[src/rtl/uart_pkg.sv]
// Shared definitions for the UART transmit path: FSM states, frame levels and default timing.
package uart_pkg;

  typedef enum logic [2:0] {
    IDLE,
    START,
    DATA,
    PARITY,
    STOP
  } state_t;

  localparam int   DATA_BITS            = 8;
  localparam logic IDLE_LEVEL           = 1'b1;
  localparam logic START_LEVEL          = 1'b0;
  localparam int   CLKS_PER_BIT_DEFAULT = 434;

endpackage

[src/rtl/uart_tx_fifo_byte_fifo.sv]
// byte_fifo: synchronous circular byte buffer with occupancy count; read data is the
// current head, so a pop consumes the byte already presented on dout.
module byte_fifo #(
  parameter int  DEPTH = 16,
  localparam int PTR_W = $clog2(DEPTH)
) (
  input  logic           clock,
  input  logic           n_reset,
  input  logic           push,
  input  logic           pop,
  input  logic [7:0]     din,
  output logic [7:0]     dout,
  output logic           full,
  output logic           empty,
  output logic [PTR_W:0] level
);

  logic [7:0]       r_mem [DEPTH];
  logic [PTR_W-1:0] r_wr_ptr;
  logic [PTR_W-1:0] r_rd_ptr;
  logic [PTR_W:0]   r_count;
  logic             w_do_push;
  logic             w_do_pop;

  // Guard here as well so the buffer can never be corrupted by a careless caller.
  assign w_do_push = push && !full;
  assign w_do_pop  = pop && !empty;

  always_ff @(posedge clock) begin
    if (!n_reset) begin
      r_wr_ptr <= '0;
      r_rd_ptr <= '0;
      r_count  <= '0;
    end else begin
      if (w_do_push) r_wr_ptr <= r_wr_ptr + PTR_W'(1);
      if (w_do_pop)  r_rd_ptr <= r_rd_ptr + PTR_W'(1);
      case ({w_do_push, w_do_pop})
        2'b10:   r_count <= r_count + (PTR_W+1)'(1);
        2'b01:   r_count <= r_count - (PTR_W+1)'(1);
        default: r_count <= r_count;
      endcase
    end
  end

  always_ff @(posedge clock) begin
    if (w_do_push) r_mem[r_wr_ptr] <= din;
  end

  assign dout  = r_mem[r_rd_ptr];
  assign full  = (r_count == (PTR_W+1)'(DEPTH));
  assign empty = (r_count == '0);
  assign level = r_count;

endmodule

[src/rtl/uart_tx_fifo.sv]
// UART transmitter with byte FIFO: 8N1 frames, or 8E1 when UART_TX_PARITY_EN is defined.
// Back-to-back frames are separated by a single IDLE clock in which the next byte is popped.
module uart_tx_fifo
  import uart_pkg::*;
#(
  parameter int  CLKS_PER_BIT = CLKS_PER_BIT_DEFAULT,
  parameter int  FIFO_DEPTH   = 16,
  localparam int PTR_W        = $clog2(FIFO_DEPTH)
) (
  input  logic           clock,
  input  logic           n_reset,
  input  logic           wr_en,
  input  logic [7:0]     wr_data,
  input  logic           clr_ovf,
  output logic           tx,
  output logic           busy,
  output logic           full,
  output logic           empty,
  output logic [PTR_W:0] level,
  output logic           overflow
);

  localparam int                BAUD_W    = $clog2(CLKS_PER_BIT);
  localparam logic [BAUD_W-1:0] BAUD_LAST = BAUD_W'(CLKS_PER_BIT - 1);
  localparam int                BIT_W     = $clog2(DATA_BITS);
  localparam logic [BIT_W-1:0]  BIT_LAST  = BIT_W'(DATA_BITS - 1);

  state_t            r_state,  w_state_next;
  logic [BAUD_W-1:0] r_baud,   w_baud_next;
  logic [BIT_W-1:0]  r_bit,    w_bit_next;
  logic [7:0]        r_shift,  w_shift_next;
  logic              r_tx,     w_tx_next;
  logic              r_overflow;
  logic              w_pop;
  logic              w_drop;
  logic              w_bit_end;
  logic [7:0]        w_dout;
`ifdef UART_TX_PARITY_EN
  logic              r_parity, w_parity_next;
`endif

  byte_fifo #(
    .DEPTH (FIFO_DEPTH)
  ) u_fifo (
    .clock   (clock),
    .n_reset (n_reset),
    .push    (wr_en),
    .pop     (w_pop),
    .din     (wr_data),
    .dout    (w_dout),
    .full    (full),
    .empty   (empty),
    .level   (level)
  );

  assign w_pop     = (r_state == IDLE) && !empty;
  assign w_drop    = wr_en && full;
  assign w_bit_end = (r_baud == BAUD_LAST);

  always_comb begin
    w_state_next = r_state;
    w_baud_next  = r_baud + BAUD_W'(1);
    w_bit_next   = r_bit;
    w_shift_next = r_shift;
`ifdef UART_TX_PARITY_EN
    w_parity_next = r_parity;
`endif
    case (r_state)
      IDLE: begin
        w_baud_next = '0;
        if (!empty) begin
          w_state_next = START;
          w_shift_next = w_dout;
          w_bit_next   = '0;
`ifdef UART_TX_PARITY_EN
          w_parity_next = ^w_dout;
`endif
        end
      end
      START: begin
        if (w_bit_end) begin
          w_state_next = DATA;
          w_baud_next  = '0;
        end
      end
      DATA: begin
        if (w_bit_end) begin
          w_baud_next = '0;
          if (r_bit == BIT_LAST) begin
`ifdef UART_TX_PARITY_EN
            w_state_next = PARITY;
`else
            w_state_next = STOP;
`endif
          end else begin
            w_bit_next   = r_bit + BIT_W'(1);
            w_shift_next = r_shift >> 1;
          end
        end
      end
`ifdef UART_TX_PARITY_EN
      PARITY: begin
        if (w_bit_end) begin
          w_state_next = STOP;
          w_baud_next  = '0;
        end
      end
`endif
      STOP: begin
        if (w_bit_end) begin
          w_state_next = IDLE;
          w_baud_next  = '0;
        end
      end
      default: begin
        w_state_next = IDLE;
        w_baud_next  = '0;
      end
    endcase

    // The pin level follows the state being entered, so tx changes on the transition edge.
    case (w_state_next)
      START:   w_tx_next = START_LEVEL;
      DATA:    w_tx_next = w_shift_next[0];
`ifdef UART_TX_PARITY_EN
      PARITY:  w_tx_next = w_parity_next;
`endif
      default: w_tx_next = IDLE_LEVEL;
    endcase
  end

  always_ff @(posedge clock) begin
    if (!n_reset) begin
      r_state    <= IDLE;
      r_baud     <= '0;
      r_bit      <= '0;
      r_shift    <= '0;
      r_tx       <= IDLE_LEVEL;
      r_overflow <= 1'b0;
`ifdef UART_TX_PARITY_EN
      r_parity   <= 1'b0;
`endif
    end else begin
      r_state <= w_state_next;
      r_baud  <= w_baud_next;
      r_bit   <= w_bit_next;
      r_shift <= w_shift_next;
      r_tx    <= w_tx_next;
`ifdef UART_TX_PARITY_EN
      r_parity <= w_parity_next;
`endif
      if (w_drop)       r_overflow <= 1'b1;
      else if (clr_ovf) r_overflow <= 1'b0;
    end
  end

  assign tx       = r_tx;
  assign busy     = (r_state != IDLE);
  assign overflow = r_overflow;

endmodule

[config.mk]
export PLATFORM = sky130hd
export DESIGN_NAME = uart_tx_fifo
export DESIGN_NICKNAME = d
export VERILOG_FILES = /design/src/rtl/uart_pkg.sv /design/src/rtl/uart_tx_fifo_byte_fifo.sv /design/src/rtl/uart_tx_fifo.sv
export SDC_FILE = /design/constraint.sdc
export NUM_CORES = 1
export LEC_CHECK = 0
export CAP_MARGIN = 25
export CORE_UTILIZATION = 45
export DETAILED_ROUTE_END_ITERATION = 6
export HOLD_SLACK_MARGIN = 0.03
export PLACE_DENSITY_LB_ADDON = 0.12
export SLEW_MARGIN = 15
export SYNTH_ARGS = -nofsm -noshare
export SYNTH_HDL_FRONTEND = slang
export SYNTH_SLANG_ARGS = --single-unit
[constraint.sdc]
create_clock -name clock -period 4.55 [get_ports clock]
set_input_delay 1.365 -clock clock [delete_from_list [all_inputs] [get_ports clock]]
set_output_delay 1.365 -clock clock [all_outputs]
set_load 0.05 [all_outputs]
### Word level (Yosys, flattened, before mapping)

Memories as Yosys holds them, arrays and structs flattened. A register that Yosys moved wholly into a read port is not among the register bits.
Index checks and enable logic that the tools add are counted.

* add/subtract/negate cells: 6
* equal/unequal tests: 13
* multiplexer cells: 22
* bitwise logic cells: 2
* reduce and logical (&&, ||, !) cells: 15

Operators by type and width (count)
* $mux W3: 8
* $mux W8: 3
* $pmux W8 S2: 1
* $pmux W3 S4: 1
* $pmux W5 S2: 1
* $add A9 B1 Y9 const B: 1
* $eq A9 B9 Y1 const B: 1
* $add A4 B1 Y4 const B: 2
* $mux W4: 2
* $eq A3 B1 Y1 const B: 2
* $eq A3 B2 Y1 const B: 2
* $eq A3 B3 Y1 const B: 2
* $ne A2 B2 Y1 const B: 3
* $pmux W3 S2: 1
* $reduce_bool A2 Y1: 3
* $reduce_or A3 Y1: 2
* $add A5 B1 Y5 const B: 1
* $eq A5 B5 Y1 const B: 1
* $logic_not A5 Y1: 1
* $sub A5 B1 Y5 const B: 1
* $logic_and A1 B1 Y1: 4
* $mux W1: 4
* $reduce_and A4 Y1: 1
* $add A3 B1 Y3 const B: 1
* other kinds (7): 9

* register bits after elaboration: 38
* bits in writable memories: 128
* input port bits: 12
* logic and storage cells: 69
* memories kept: 1

Memory list
* u_fifo.r_mem: words 16, bits a word 8, rd ports 1, clocked after memory_dff 1, write ports 1, RTL line uart_tx_fifo_byte_fifo.sv:18 `logic [7:0] r_mem [DEPTH];`

### Depth between registers and ports, before layout

* word-level depth: 6
* mapped depth: 11

### By module

Synthesis repeated with hierarchy kept, for this count alone.

* cell total of the unflattened synthesis: 457
* area total of the unflattened synthesis: 7043.0 um^2

By module, submodules not included
* byte_fifo: times used 1, cells each 331, area an instance 5931.9 um^2, seq. area each 4184.0 um^2
* uart_tx_fifo: times used 1, cells each 126, area an instance 1111.1 um^2, seq. area each 500.5 um^2

### Worst setup path before layout

OpenSTA, ideal clock, no wires.

* path type: input to register
* from: input wr_en
* to: register u_fifo.r_count[4], in the netlist u_fifo.level[4]
* setup time: 71 ps
* data arrival time: 3401 ps
* path slack: 1078 ps
* stages: 9
* cells stage by stage: a21boi_1 -> inv_1 -> ha_1 -> fa_1 -> a21o_1 -> a21oi_1 -> xor2_1 -> or3_1 -> a21oi_1

* longest elaborated chain between the ends: 3
* elaborated cells on any way between the ends: 5

RTL lines
* start: declaration: RTL line uart_tx_fifo.sv:12 `input logic wr_en,`
* $logic_and A1 B1 Y1 (*): RTL line uart_tx_fifo_byte_fifo.sv:26 `assign w_do_push = push && !full;`
* $eq A2 B1 Y1 or $eq A2 B2 Y1 (tied branches): RTL line uart_tx_fifo_byte_fifo.sv:37 `case ({w_do_push, w_do_pop})`
* $pmux W5 S2 or $reduce_bool A2 Y1 (tied branches)
* end signal: assignment: RTL line uart_tx_fifo_byte_fifo.sv:38 `2'b10: r_count <= r_count + (PTR_W+1)'(1);`
* end signal: assignment: RTL line uart_tx_fifo_byte_fifo.sv:39 `2'b01: r_count <= r_count - (PTR_W+1)'(1);`
* end signal: assignment: RTL line uart_tx_fifo_byte_fifo.sv:40 `default: r_count <= r_count;`
* end: declaration: RTL line uart_tx_fifo_byte_fifo.sv:21 `logic [PTR_W:0] r_count;`

Every way passes the cells marked *; elsewhere a longest branch is shown, timed or not.
A chain may end at the register's enable or synchronous reset.

### Final worst setup path

* from: register u_fifo.r_count[0], in the netlist u_fifo.level[0]
* to: output empty

* longest elaborated chain between the ends: 1

RTL lines
* $logic_not A5 Y1: RTL line uart_tx_fifo_byte_fifo.sv:51 `assign empty = (r_count == '0);`
* end: declaration: RTL line uart_tx_fifo.sv:18 `output logic empty,`

Every way passes these cells.

==> results by group <==
Worst setup path
  – Worst Setup End Kind: output port
  – Crit path from: u_fifo.level[0]
  – CP Max Fanout: 5
  – Type of origin of the critical path: register
  – Critical Path RT: 3180 ps
  – Crit path DAT: 2350 ps
  – Reg2reg start: r_state[0]
  – WS Path Type: reg2out
  – Worst-case reg-to-reg path depth: 9

Global route
  – Vias in the first global route: 3,668
  – Global-route wire length before repair: 21.4 mm
  – Antenna violations before repair: 0
  – GR Overflow Total: 0
  – Overall Global Routing Usage: 18.8%
  – Largest net degree at the start of global routing: 33

Clocking
  – CTS tree: built
  – Post-CTS Setup Inserts: 0
  – CTS buffer count: 17
  – Htree depth: 4
  – Worst-Skew Late Latency: 430 ps
  – # hold bufs at CTS: 0
  – Clock sinks: 170
  – # resized after CTS: 0
  – Max clock buf depth: 2
  – Clock root buffer: clkbuf_16
  – Worst-path clk slew: 60 ps

STA
  – Fmax: 0.269 GHz
  – Clock Skew: 11.5 ps
  – # setup viols final: 0
  – Period utilization: 81.7%
  – Hold slack: 457 ps
  – Pins Over Slew Limit: 0
  – Min Tclk post-route: approximately 3700 ps
  – RSZ-0062 raised after global routing: no
  – Final Hold Vio Count: 0
  – Worst-Margin Slew: 968 ps
  – Relative slew slack: about a third
  – Final TNS setup: 0 ps

Floorplan
  – Rows: 44
  – I/O Pins: 22
  – Initial Util: around 47%
  – Core Box Area: 14,800 um2
  – Die ar.: 15,800 um2
  – Die height: 126 um
  – Die width: between 100 and 150 um

Synthesis
  – Synth warnings: 0
  – Synth Register Bits: 170
  – Synth async-reset ratio: 0%
  – Syn Inst Count: 426
  – Most frequent cells after synthesis: edfxtp_1 (128), nor2_1 (48), dfxtp_1 (42)
  – Dominant cells by area after synthesis: edfxtp_1 (56%), dfxtp_1 (12%), mux4_2 (9.2%)
  – Most common cell in the netlist: edfxtp_1
  – Post-synth cell types: 48
  – Ys flop type: edfxtp_1
  – Post-synthesis cell area: 6890 um2
  – Post-Syn Nets: about 450
  – Yosys top cell by area: edfxtp_1
  – Yosys top cell area share: a little under three fifths
  – EDFF count, synth: 128
  – Average cell area after synthesis: 16.2 um2
  – Sequential fraction of the synthesis area: between 60% and 70%

Worst hold path
  – Worst Hold Depth: 2
  – Hold Path Class: reg2reg
  – Hold Startpoint: r_bit[1]

Drt
  – DRT iter0 DRCs: roughly 280
  – Vias per cell: 5.50
  – DRC: 0
  – DRT antenna net count: 0
  – Via count: 3,635
  – Routed len/inst: 20.4 um
  – TritonRoute pass-1 iters: 4
  – Routed WL: 13.5 mm

Layout
  – Final nets: 490
  – Area taken by flip-flops and latches: 4690 um2
  – Proportion of layout cells with a drive suffix above 1: 16.4%
  – Diode count: 0
  – Fillers: 1,205
  – Multi-input gate area: 2070 um2
  – P&R area growth vs syn: 14.7%

Place
  – Final HPWL DP: 8.67 mm
  – Port bufs: 21
  – Routability cong.: 0.816

Power
  – Power Dens Cells: 542 nW/um2
  – VDD IR max: 0.290 mV
  – Leakage: between 2 and 3 nW

Status
  – Status: finished clean

Run
  – Max-cap violations: 0
## layout by cell type (no fill, tap or decap), types with 17 or more instances in the layout
| cell type | n |
|---|---|
| clkbuf_16 | 17 |
| a21oi_1 | 17 |
| dfxtp_1 | 40 |
| nor2_1 | 48 |
| edfxtp_1 | 128 |
| mux4_2 | 28 |
| clkdlybuf4s50_1 | 21 |
| buf_4 | 18 |
| nand2_1 | 19 |
## flip-flops by register name, summed over array words and instances, names as in the netlist, named ones only
register and count:
r_shift 8, r_baud 9, r_bit 3, u_fifo.r_rd_ptr 4, overflow 1, r_state 3, tx 1, u_fifo.level 5
u_fifo.r_mem 128, u_fifo.r_wr_ptr 4
## path summary, 6_finish.rpt
path,endpoint,slack [ps]
max,empty,830
min,r_bit[1],460
max reg2reg,u_fifo.level[4],1420
min reg2reg,r_bit[1],460
## layout make-up
class                   count  share of cell area [%]
repair buffers             39                    4.37
well taps                 184                    2.91
clock buffers              19                    5.48
multi-input cells         229                    26.1
flip-flops and latches    170                    59.3
inverters                   7                   0.332
clock inverters            13                    1.50
## critical path: stages, from the launching register on
cell and delay [ps]:
dfxtp_1 380, nor4_2 510, and2_1 240, clkdlybuf4s50_1 810
## logic make-up after synthesis
family | count (synthesis) | synth area share (%)
AO/OA/AOI/OAI | 43 | 4.09
AND/OR/NAND/NOR | 106 | 7.25
multiplexers | 48 | 13.7
adder cells (fa/ha/maj) | 14 | 2.65
XOR/XNOR | 18 | 2.29
buffers and inverters | 27 | 2.03
flip-flops | 170 | 68.0
## per-stage QoR
stage / instances / util, % / worst slack, ps / power (mW) / instance area [um2]
after floorplan: 426 / - / 1080 / 2.71 / 6890
after detailed placement: 629 / 49.8 / 637 / 2.99 / 7350
after CTS: 661 / 53.6 / 775 / 4.34 / 7910
after global placement: 629 / 49.8 / 684 / 2.97 / 7350
after global routing: 661 / 53.6 / 714 / 4.50 / 7910
final: 661 / 53.6 / 834 / 4.29 / 7910
## metal layers
metal	GRT usage, %	part of all wire, %
met5	0	0
met4	6.24	1.2
met3	4.89	2.8
met2	30.2	50
met1	25.0	46
## power by group
group          internal [mW]  switching [mW]
Combinational          0.455           0.563
Clock                  0.756           0.590
Sequential              1.79           0.136
Total                   3.00            1.29
No activity file was read; power rests on OpenSTA's default activity.
